**config.mk**
```make
export PLATFORM = sky130hd
export DESIGN_NAME = seg7_snoop
export DESIGN_NICKNAME = d
export VERILOG_FILES = /design/src/rtl/seg7_snoop.sv
export SDC_FILE = /design/constraint.sdc
export NUM_CORES = 1
export LEC_CHECK = 0
export BUFFER_PORTS_ARGS = -buffer_cell sky130_fd_sc_hd__buf_4
export CORE_MARGIN = 10
export CORE_UTILIZATION = 62
export CTS_BUF_LIST = sky130_fd_sc_hd__clkbuf_2 sky130_fd_sc_hd__clkbuf_4 sky130_fd_sc_hd__clkbuf_8
export CTS_CLUSTER_SIZE = 8
export DETAILED_ROUTE_END_ITERATION = 16
export PLACE_DENSITY = 0.82
export SYNTH_ARGS = -nofsm -noshare
export SYNTH_HDL_FRONTEND = slang
export SYNTH_SLANG_ARGS = --single-unit
```
**constraint.sdc**
```tcl
create_clock -name clk -period 3.3 [get_ports clk]
set_input_delay 0.66 -clock clk [delete_from_list [all_inputs] [get_ports clk]]
set_output_delay 0.66 -clock clk [all_outputs]
set_load 0.03 [all_outputs]
```
**src/rtl/seg7_snoop.sv**
```systemverilog
// ---------------------------------------------------------------------------
// seg7_snoop
//
// Passive snooper for a multiplexed, active-low, 4-digit seven-segment
// display bus. It watches the digit enables and the segment lines. Once a
// digit's pattern has been steady long enough, it decodes the pattern back
// into a hex nibble. When all four digits have been collected, it publishes
// the complete frame.
//
// Parameters
//   STABLE_CYCLES : consecutive identical samples needed to accept a digit
//                   (2..255)
//   FRAME_TIMEOUT : cycles allowed from the first accepted digit of a frame
//                   to frame completion
//
// Ports
//   clk         in   1   sole clock, rising edge
//   reset       in   1   synchronous, active-high reset
//   an          in   4   digit enables, active-low (an[i]=0 selects digit i)
//   sseg        in   7   segment lines, active-low, sseg[6]=a .. sseg[0]=g
//   value       out  16  last completed frame, digit i in value[4i+3:4i]
//   digit_err   out  4   bit i set if digit i of that frame was undecodable
//   frame_valid out  1   one-cycle pulse when value/digit_err update
//   timeout     out  1   one-cycle pulse when a partial frame is dropped
// ---------------------------------------------------------------------------
module seg7_snoop #(
  parameter int STABLE_CYCLES = 4,
  parameter int FRAME_TIMEOUT = 65535
) (
  input  logic        clk,
  input  logic        reset,
  input  logic [3:0]  an,
  input  logic [6:0]  sseg,
  output logic [15:0] value,
  output logic [3:0]  digit_err,
  output logic        frame_valid,
  output logic        timeout
);

  localparam int TO_W = $clog2(FRAME_TIMEOUT + 1);
  localparam logic [TO_W-1:0] TO_LAST    = TO_W'(FRAME_TIMEOUT - 1);
  localparam logic [TO_W-1:0] TO_ONE     = TO_W'(1);
  localparam logic [7:0]      STABLE_MAX  = 8'(STABLE_CYCLES);
  localparam logic [7:0]      STABLE_LAST = 8'(STABLE_CYCLES - 1);
  localparam logic [10:0]     IDLE_SAMPLE = {4'b1111, 7'b1111111};

  typedef enum logic [0:0] {
    IDLE    = 1'b0,
    COLLECT = 1'b1
  } state_t;

  // Bus sampling and stability tracking state
  logic [10:0]     sample_q, sample_d;
  logic [10:0]     prevSample_q, prevSample_d;
  logic [7:0]      stableCnt_q, stableCnt_d;

  // Frame assembly state
  state_t          state_q, state_d;
  logic [3:0]      seen_q, seen_d;
  logic [15:0]     shadowVal_q, shadowVal_d;
  logic [3:0]      shadowErr_q, shadowErr_d;
  logic [TO_W-1:0] toCnt_q, toCnt_d;
  logic [15:0]     value_q, value_d;
  logic [3:0]      digitErr_q, digitErr_d;
  logic            frameValid_q, frameValid_d;
  logic            timeout_q, timeout_d;

  // Decode results for the current stable sample
  logic            samplesEqual;
  logic            anValid;
  logic [1:0]      digitIdx;
  logic [3:0]      digitMask;
  logic [3:0]      nibble;
  logic            nibbleErr;
  logic            accept;
  logic            toExpire;
  logic [15:0]     mergedVal;
  logic [3:0]      mergedErr;
  logic [3:0]      mergedSeen;

  // Maps an active-low segment pattern back to its hex digit. The upper bit
  // of the result flags a pattern that is not one of the sixteen glyphs; such
  // a pattern reads as zero.
  function automatic logic [4:0] decodeSeg(input logic [6:0] seg);
    logic [4:0] res;
    case (seg)
      7'b0000001: res = {1'b0, 4'h0};
      7'b1001111: res = {1'b0, 4'h1};
      7'b0010010: res = {1'b0, 4'h2};
      7'b0000110: res = {1'b0, 4'h3};
      7'b1001100: res = {1'b0, 4'h4};
      7'b0100100: res = {1'b0, 4'h5};
      7'b0100000: res = {1'b0, 4'h6};
      7'b0001111: res = {1'b0, 4'h7};
      7'b0000000: res = {1'b0, 4'h8};
      7'b0000100: res = {1'b0, 4'h9};
      7'b0001000: res = {1'b0, 4'hA};
      7'b1100000: res = {1'b0, 4'hB};
      7'b0110001: res = {1'b0, 4'hC};
      7'b1000010: res = {1'b0, 4'hD};
      7'b0110000: res = {1'b0, 4'hE};
      7'b0111000: res = {1'b0, 4'hF};
      default:    res = {1'b1, 4'h0};
    endcase
    return res;
  endfunction

  // The comparison uses the registered sample against the one before it,
  // not the raw input. This keeps the acceptance edge exactly STABLE_CYCLES
  // edges after the sampling edge. The counter restarts at 1 on any change
  // and parks at STABLE_CYCLES, so a held pattern is accepted only once.
  always_comb begin
    sample_d     = {an, sseg};
    prevSample_d = sample_q;
    samplesEqual = (sample_q == prevSample_q);
    if (!samplesEqual) begin
      stableCnt_d = 8'd1;
    end else if (stableCnt_q == STABLE_MAX) begin
      stableCnt_d = stableCnt_q;
    end else begin
      stableCnt_d = stableCnt_q + 8'd1;
    end
  end

  // Only a single selected digit is meaningful. Blanking (all enables high)
  // and ghosting with several enables low are both treated as "no digit".
  always_comb begin
    anValid   = 1'b1;
    digitIdx  = 2'd0;
    digitMask = 4'b0000;
    case (sample_q[10:7])
      4'b1110: begin digitIdx = 2'd0; digitMask = 4'b0001; end
      4'b1101: begin digitIdx = 2'd1; digitMask = 4'b0010; end
      4'b1011: begin digitIdx = 2'd2; digitMask = 4'b0100; end
      4'b0111: begin digitIdx = 2'd3; digitMask = 4'b1000; end
      default: anValid = 1'b0;
    endcase
    {nibbleErr, nibble} = decodeSeg(sample_q[6:0]);
    accept = samplesEqual && (stableCnt_q == STABLE_LAST) && anValid;
  end

  // The shadow copy is written with the newly accepted digit first. On a
  // completing acceptance, the published frame then includes that digit on
  // the same edge. A repeated digit simply overwrites its earlier value.
  always_comb begin
    mergedVal  = shadowVal_q;
    mergedErr  = shadowErr_q;
    mergedVal[{digitIdx, 2'b00} +: 4] = nibble;
    mergedErr[digitIdx]               = nibbleErr;
    mergedSeen = seen_q | digitMask;
  end

  // Frame state machine next-state logic. An expiring frame takes priority
  // over a coincident acceptance. That digit is not lost: it becomes the
  // first digit of a fresh frame with a freshly cleared timeout count.
  always_comb begin
    state_d      = state_q;
    seen_d       = seen_q;
    shadowVal_d  = shadowVal_q;
    shadowErr_d  = shadowErr_q;
    toCnt_d      = toCnt_q;
    value_d      = value_q;
    digitErr_d   = digitErr_q;
    frameValid_d = 1'b0;
    timeout_d    = 1'b0;
    toExpire     = (state_q == COLLECT) && (toCnt_q == TO_LAST);

    if (state_q == COLLECT) begin
      toCnt_d = toCnt_q + TO_ONE;
    end

    if (toExpire) begin
      timeout_d = 1'b1;
      seen_d    = 4'b0000;
      state_d   = IDLE;
      toCnt_d   = '0;
      if (accept) begin
        shadowVal_d = mergedVal;
        shadowErr_d = mergedErr;
        seen_d      = digitMask;
        state_d     = COLLECT;
      end
    end else if (accept) begin
      shadowVal_d = mergedVal;
      shadowErr_d = mergedErr;
      if (mergedSeen == 4'b1111) begin
        value_d      = mergedVal;
        digitErr_d   = mergedErr;
        frameValid_d = 1'b1;
        seen_d       = 4'b0000;
        state_d      = IDLE;
        toCnt_d      = '0;
      end else begin
        seen_d  = mergedSeen;
        state_d = COLLECT;
        if (state_q == IDLE) begin
          toCnt_d = '0;
        end
      end
    end
  end

  // All state lives here. Reset returns the sampler to the idle bus pattern,
  // so the first real digit after reset is seen as a change. Any partial
  // frame is discarded without a pulse.
  always_ff @(posedge clk) begin
    if (reset) begin
      sample_q     <= IDLE_SAMPLE;
      prevSample_q <= IDLE_SAMPLE;
      stableCnt_q  <= 8'd0;
      state_q      <= IDLE;
      seen_q       <= 4'b0000;
      shadowVal_q  <= 16'h0000;
      shadowErr_q  <= 4'b0000;
      toCnt_q      <= '0;
      value_q      <= 16'h0000;
      digitErr_q   <= 4'b0000;
      frameValid_q <= 1'b0;
      timeout_q    <= 1'b0;
    end else begin
      sample_q     <= sample_d;
      prevSample_q <= prevSample_d;
      stableCnt_q  <= stableCnt_d;
      state_q      <= state_d;
      seen_q       <= seen_d;
      shadowVal_q  <= shadowVal_d;
      shadowErr_q  <= shadowErr_d;
      toCnt_q      <= toCnt_d;
      value_q      <= value_d;
      digitErr_q   <= digitErr_d;
      frameValid_q <= frameValid_d;
      timeout_q    <= timeout_d;
    end
  end

  assign value       = value_q;
  assign digit_err   = digitErr_q;
  assign frame_valid = frameValid_q;
  assign timeout     = timeout_q;

endmodule

```
**Word level (Yosys, flattened, before mapping)**

Cells that the tools add are included.

- Flip-flop bits (word level): 93
- Input port bits: 13
- Output and inout port bits: 22
- Word-level logic and storage cells: 84

- $add $sub $neg: 3
- $lt $le $gt $ge: 2
- Eq/ne operators: 25
- Shift operators: 2
- Mux-type cells: 24
- Bitwise logic cells: 4
- Reductions and logical operators: 11

Operator list:

| operator | number |
|---|---|
| $pmux 5 s16 | 1 |
| $mux 16 | 4 |
| $eq 7x6->1 const B | 5 |
| $eq 7x7->1 const B | 4 |
| $add 16x1->16 const B | 1 |
| $bwmux 16 | 1 |
| $eq 16x16->1 const B | 1 |
| $eq 4x4->1 const B | 4 |
| $mux 4 | 4 |
| $pmux 4 s4 | 1 |
| $shift 4x6->16 const A | 1 |
| $shiftx 4x6->16 | 1 |
| $eq 7x3->1 const B | 2 |
| $eq 7x4->1 const B | 2 |
| $eq 11x11->1 | 1 |
| $mux 1 | 10 |
| $add 8x1->8 const B | 1 |
| $eq 8x2->1 const B | 1 |
| $eq 8x3->1 const B | 1 |
| $eq 7x1->1 const B | 1 |
| $eq 7x5->1 const B | 1 |
| $logic_not 7->1 | 1 |
| $neg 4->6 | 1 |
| $pmux 2 s3 | 1 |
| 14 further kinds | 20 |

**Logic depth before layout (Yosys ltp)**

- Word-level depth: 7
- Gate-level depth with buffers: 10
- Gate-level depth less buffers: 8

**Least setup slack after synthesis**

No wires, ideal clock.

- Kind: flip-flop to flip-flop
- Start: reg sample_q[10] (netlist: prevSample_d[10])
- End: reg value_q[15] (netlist: value[15])
- Library setup time: 0.071 ns
- Arrival time: 2.275 ns
- Required time: 3.229 ns
- Setup slack: 0.954 ns
- Cell stages (with the launch flop): 10
- Path buffers: 1
- Period minus slack after synthesis: 2.346 ns
- Path through: dfxtp_1 buf_2 xor2_1 nand3_1 inv_1 ha_1 clkinv_1 nor4_1 a22oi_1 o2bb2ai_1

- Longest elaborated chain between the ends: 5
- Elaborated cells between the ends (all ways): 18
- Those cells by class: add/sub (1); eq/ne (6); shift (2); mux (4); bitwise (1); reduce/logical (4)

RTL lines:

| what | RTL line | source |
|---|---|---|
| start: declaration | 53 | `logic [10:0] sample_q, sample_d;` |
| start signal: assignment | 221 | `sample_q <= sample_d;` |
| $eq 4x3->1 or $eq 4x4->1 (tied branches) | 131 | `case (sample_q[10:7])` |
| $pmux 2 s3 (tied with other cells) | 131 |  |
| $neg 4->6 (tied with other cells) | 148 | `mergedVal[{digitIdx, 2'b00} +: 4] = nibble;` |
| $shiftx 4x6->16 (tied with other cells) | 148 |  |
| $bwmux 16 or $reduce_and 3->1 (tied branches) | -- |  |
| end signal: assignment | 229 | `value_q <= value_d;` |
| end: declaration | 63 | `logic [15:0] value_q, value_d;` |

Several ways; a longest one is shown, not always the timed one.
A chain may end at the register's enable or synchronous reset.

**Worst setup path after layout**

- Start: reg sample_q[10] (netlist: prevSample_d[10])
- End: reg shadowVal_q[1]

- Longest elaborated chain between the ends: 5
- Elaborated cells between the ends (all ways): 14
- Those cells by class: add/sub (1); eq/ne (5); shift (2); mux (3); reduce/logical (3)

RTL lines:

| what | RTL line | source |
|---|---|---|
| $eq 4x3->1 or $eq 4x4->1 (tied branches) | 131 |  |
| $pmux 2 s3 | 131 |  |
| $neg 4->6 | 148 |  |
| $shiftx 4x6->16 or $shift 4x6->16 (tied branches) | 148 |  |
| $bwmux 16 | 148 |  |
| end signal: assignment | 226 | `shadowVal_q <= shadowVal_d;` |
| end: declaration | 60 | `logic [15:0] shadowVal_q, shadowVal_d;` |

Several ways; a longest one is shown, not always the timed one.

==> summary.md <==
35 I/O pins were placed. During synthesis, Yosys emitted a total of 0 warnings. The die covers 0.0105 mm^2. The number of antenna violations at the first check in global routing came out at 0.

The flow ran to the end, and the final reports show no timing, DRC or antenna violations. Power density relative to cell area: 428 mW/mm^2. The run gives 0 as the count of final max-slew check failures. The tools report the total wire length after detailed routing as 8580 um.

The tightest min-delay check is of the in -> reg type. CTS saw 93 sinks. The placer's final routability congestion estimate came out at 0.869. The relative area change from synthesis to final layout came out at 10.1%.

Data arrives at the worst endpoint at 3.06 ns. The final hold violation count was 0. Routed via count: 3,407.

In this run the core area contains 30 standard-cell rows. After clock tree synthesis, the clock-pin slew on the worst setup and hold paths is 0.09 ns. Between clock sinks in the finished design, the worst skew comes to 0.0158 ns. The first global-routing pass estimated 14,600 um of wire. For the overall fraction of global-route tracks in use, the log shows 0.170. Measured along the y axis, the die boundary spans 103 um. The share of the core filled with cells in the final layout came out at 0.693. Buffers added to address setup during post-CTS repair amount to 0.

The total overflow left after global routing is 0. For the post-synthesis net count, the log shows 493. Library cell with the highest instance count after synthesis: dfxtp_1. The count of instances resized after the clock tree is built came out at 0. The number of synthesized register bits was 93. The area share of the leading cell type in the synthesized netlist was 0.440. The kind of capture point of the worst setup path was a register. The total standard cell area after synthesis was 0.00423 mm^2; the layout net count was 510. The count of unique library cells instantiated by Yosys is 54, and the clock latency reported for the late side of the worst-skew pair is 0.38 ns. The finished cells cover 0.00466 mm^2. Sequential area share after synthesis: 0.440.

The fraction of final layout cells sized beyond drive strength 1 works out to 0.178. The critical path start-end classification is reg -> reg. The number of maximum-capacitance constraint violations is 0, and the cts-stage hold buffer count is 0.

Entering global routing, the biggest net connects 54 pins. Data required time of the worst path: 3.60 ns. The number of global-route vias before repair was 3,169. Dividing the detail-routed via count by the number of cells gives 5.95. The number of clock buffers added by TritonCTS is 9. The core region is 0.00672 mm^2.

The share of the cycle needed by the critical path after routing is 0.835, and the final number of setup-violating endpoints is 0. The number of placed instances, taps included came out at 557. Count of mapped cells out of synthesis: 471.

The run gives 0.00447 mm^2 as the standard cell area after detailed placement. By area the synthesized netlist is led by dfxtp_1 (44%), nand3_1 (5.3%), xnor2_1 (3.9%), a21oi_1 (3.9%), or2_2 (3.4%). IR analysis of the VDD net gives a maximum drop of 306 uV. For the DRC violations left, the log shows 0. Adding up every negative setup slack in the final design gives 0 ns.

Number of flops mapped to enable cells by yosys: 0. Setup repair after global routing left no endpoint under its margin. The detailed router finished its first iteration with 183 violations. The run gives 1.99 mW as the overall power consumption. TritonCTS built the clock tree. The floorplan step set the die width to 103 um.

Among all flip-flop cells after synthesis, the most frequent one is dfxtp_1. The clock passes through at most 2 buffers. Type of element launching the critical path: a register. Of all nets on the critical path, the largest fanout is 10. The final cell count without fillers was 573; the count of port buffers added during placement was 34.

Timing would allow up to 363 MHz. The cell accounting for the most synthesized area is dfxtp_1. After synthesis, the most frequently instantiated cells are dfxtp_1 (93), nand3_1 (45), nor2_1 (34), a21oi_1 (33), or2_2 (23). The share of synthesized flip-flops with an asynchronous set or reset is 0. The logs give 0.455 for the max-slew headroom at the worst pin and 0 for the antenna diode count. The detailed placement HPWL is 5960 um. The smallest clock period supported by the final layout is computed as 2.76 ns. The cell sitting at the root of the clock tree is a clkbuf_8. The count of nets left with antenna violations once routing finished came out at 0. For the effective utilization at floorplan, the log shows 0.630. Summed over all cells, the static leakage comes to 1.68 nW.

In the final routed layout, each cell accounts on average for 15.0 um. The number of optimization iterations in the first detailed-route pass is 4. A synthesized cell averages 8.98 um^2. The slew of the pin with the lowest slew margin works out to 0.811 ns. The clock tree synthesis step divided the H-tree into 3 levels.
critical path: stages (launching register included):
cell and delay, ns:
dfxtp_1 0.51, and4b_1 0.27, nor2_1 0.22, ha_1 0.32, clkinv_1 0.28, nor3_1 0.74
nand3_1 0.16, a21oi_1 0.18
cells by family after synthesis:
logic type / after synthesis / synth area share
adders and majority gates: 9 / 0.0266
muxes: 4 / 0.00946
AOI/OAI and AO/OA: 114 / 0.177
buffers and inverters: 45 / 0.0470
DFF: 93 / 0.440
xor gates and xnor gates: 35 / 0.0724
and+or+nand+nor: 171 / 0.227
path summary, 6_finish.rpt:
check / slack [ns] / from / cells after the start / end
max: 0.54 / prevSample_d[10] / 7 / shadowVal_q[1]
min: 0.47 / an[0] / 2 / prevSample_d[7]
max reg2reg: 0.54 / prevSample_d[10] / 7 / shadowVal_q[1]
min reg2reg: 0.47 / value[8] / 1 / value[8]
placed cells by master (no fill, tap or decap), types with 3 or more instances in the layout:
master / count
a21o_1: 4
a31oi_1: 3
a21oi_1: 33
dfxtp_1: 93
and4b_1: 4
xnor2_1: 19
nor2_1: 34
and4_1: 5
nor2b_1: 8
nand4_1: 7
o2bb2ai_1: 14
nor3b_1: 3
nand3_1: 45
nor4_1: 3
and3_1: 5
ha_1: 9
a22oi_1: 11
buf_4: 40
inv_1: 8
o21ai_1: 12
o21ai_0: 14
nor3_1: 5
a22o_1: 13
clkbuf_8: 9
clkinvlp_4: 4
or2_2: 23
xor2_1: 16
nand2_1: 14
mux2i_1: 4
area by class of cell:
type	count	area [um^2]
multi-input combinational	333	2170
fill	537	2060
sequential	93	1860
timing repair buffer	40	300
clock buffer	9	124
tap	80	100
clock inverter	7	58.8
inverter	11	41.3
metrics by stage:
step	worst slack, ns	hold slack (ns)
floorplan	0.954	0.449
global placement	0.625	0.446
detailed placement	0.576	0.450
CTS	0.570	0.455
global route	0.285	0.450
finish	0.543	0.467
state kept, by name, summed over array words and instances, names as in the netlist:
signal / flops
prevSample_d: 11
state_q: 1
timeout: 1
toCnt_q: 16
stableCnt_q: 8
shadowVal_q: 16
digit_err: 4
shadowErr_q: 4
value: 16
prevSample_q: 11
seen_q: 4
frame_valid: 1
layer usage:
metal / global-route usage / part of all wire / vias up
li1: - / - / 1705
met1: 0.210 / 0.47 / 1623
met2: 0.274 / 0.47 / 67
met3: 0.0442 / 0.042 / 12
met4: 0.0738 / 0.015 / 0
met5: 0 / 0 / -
where the power goes:
group	internal, mW	switching (mW)
Sequential	1.13	0.0234
Combinational	0.0533	0.0723
Clock	0.282	0.427
Power figures use the tool's default switching activity.
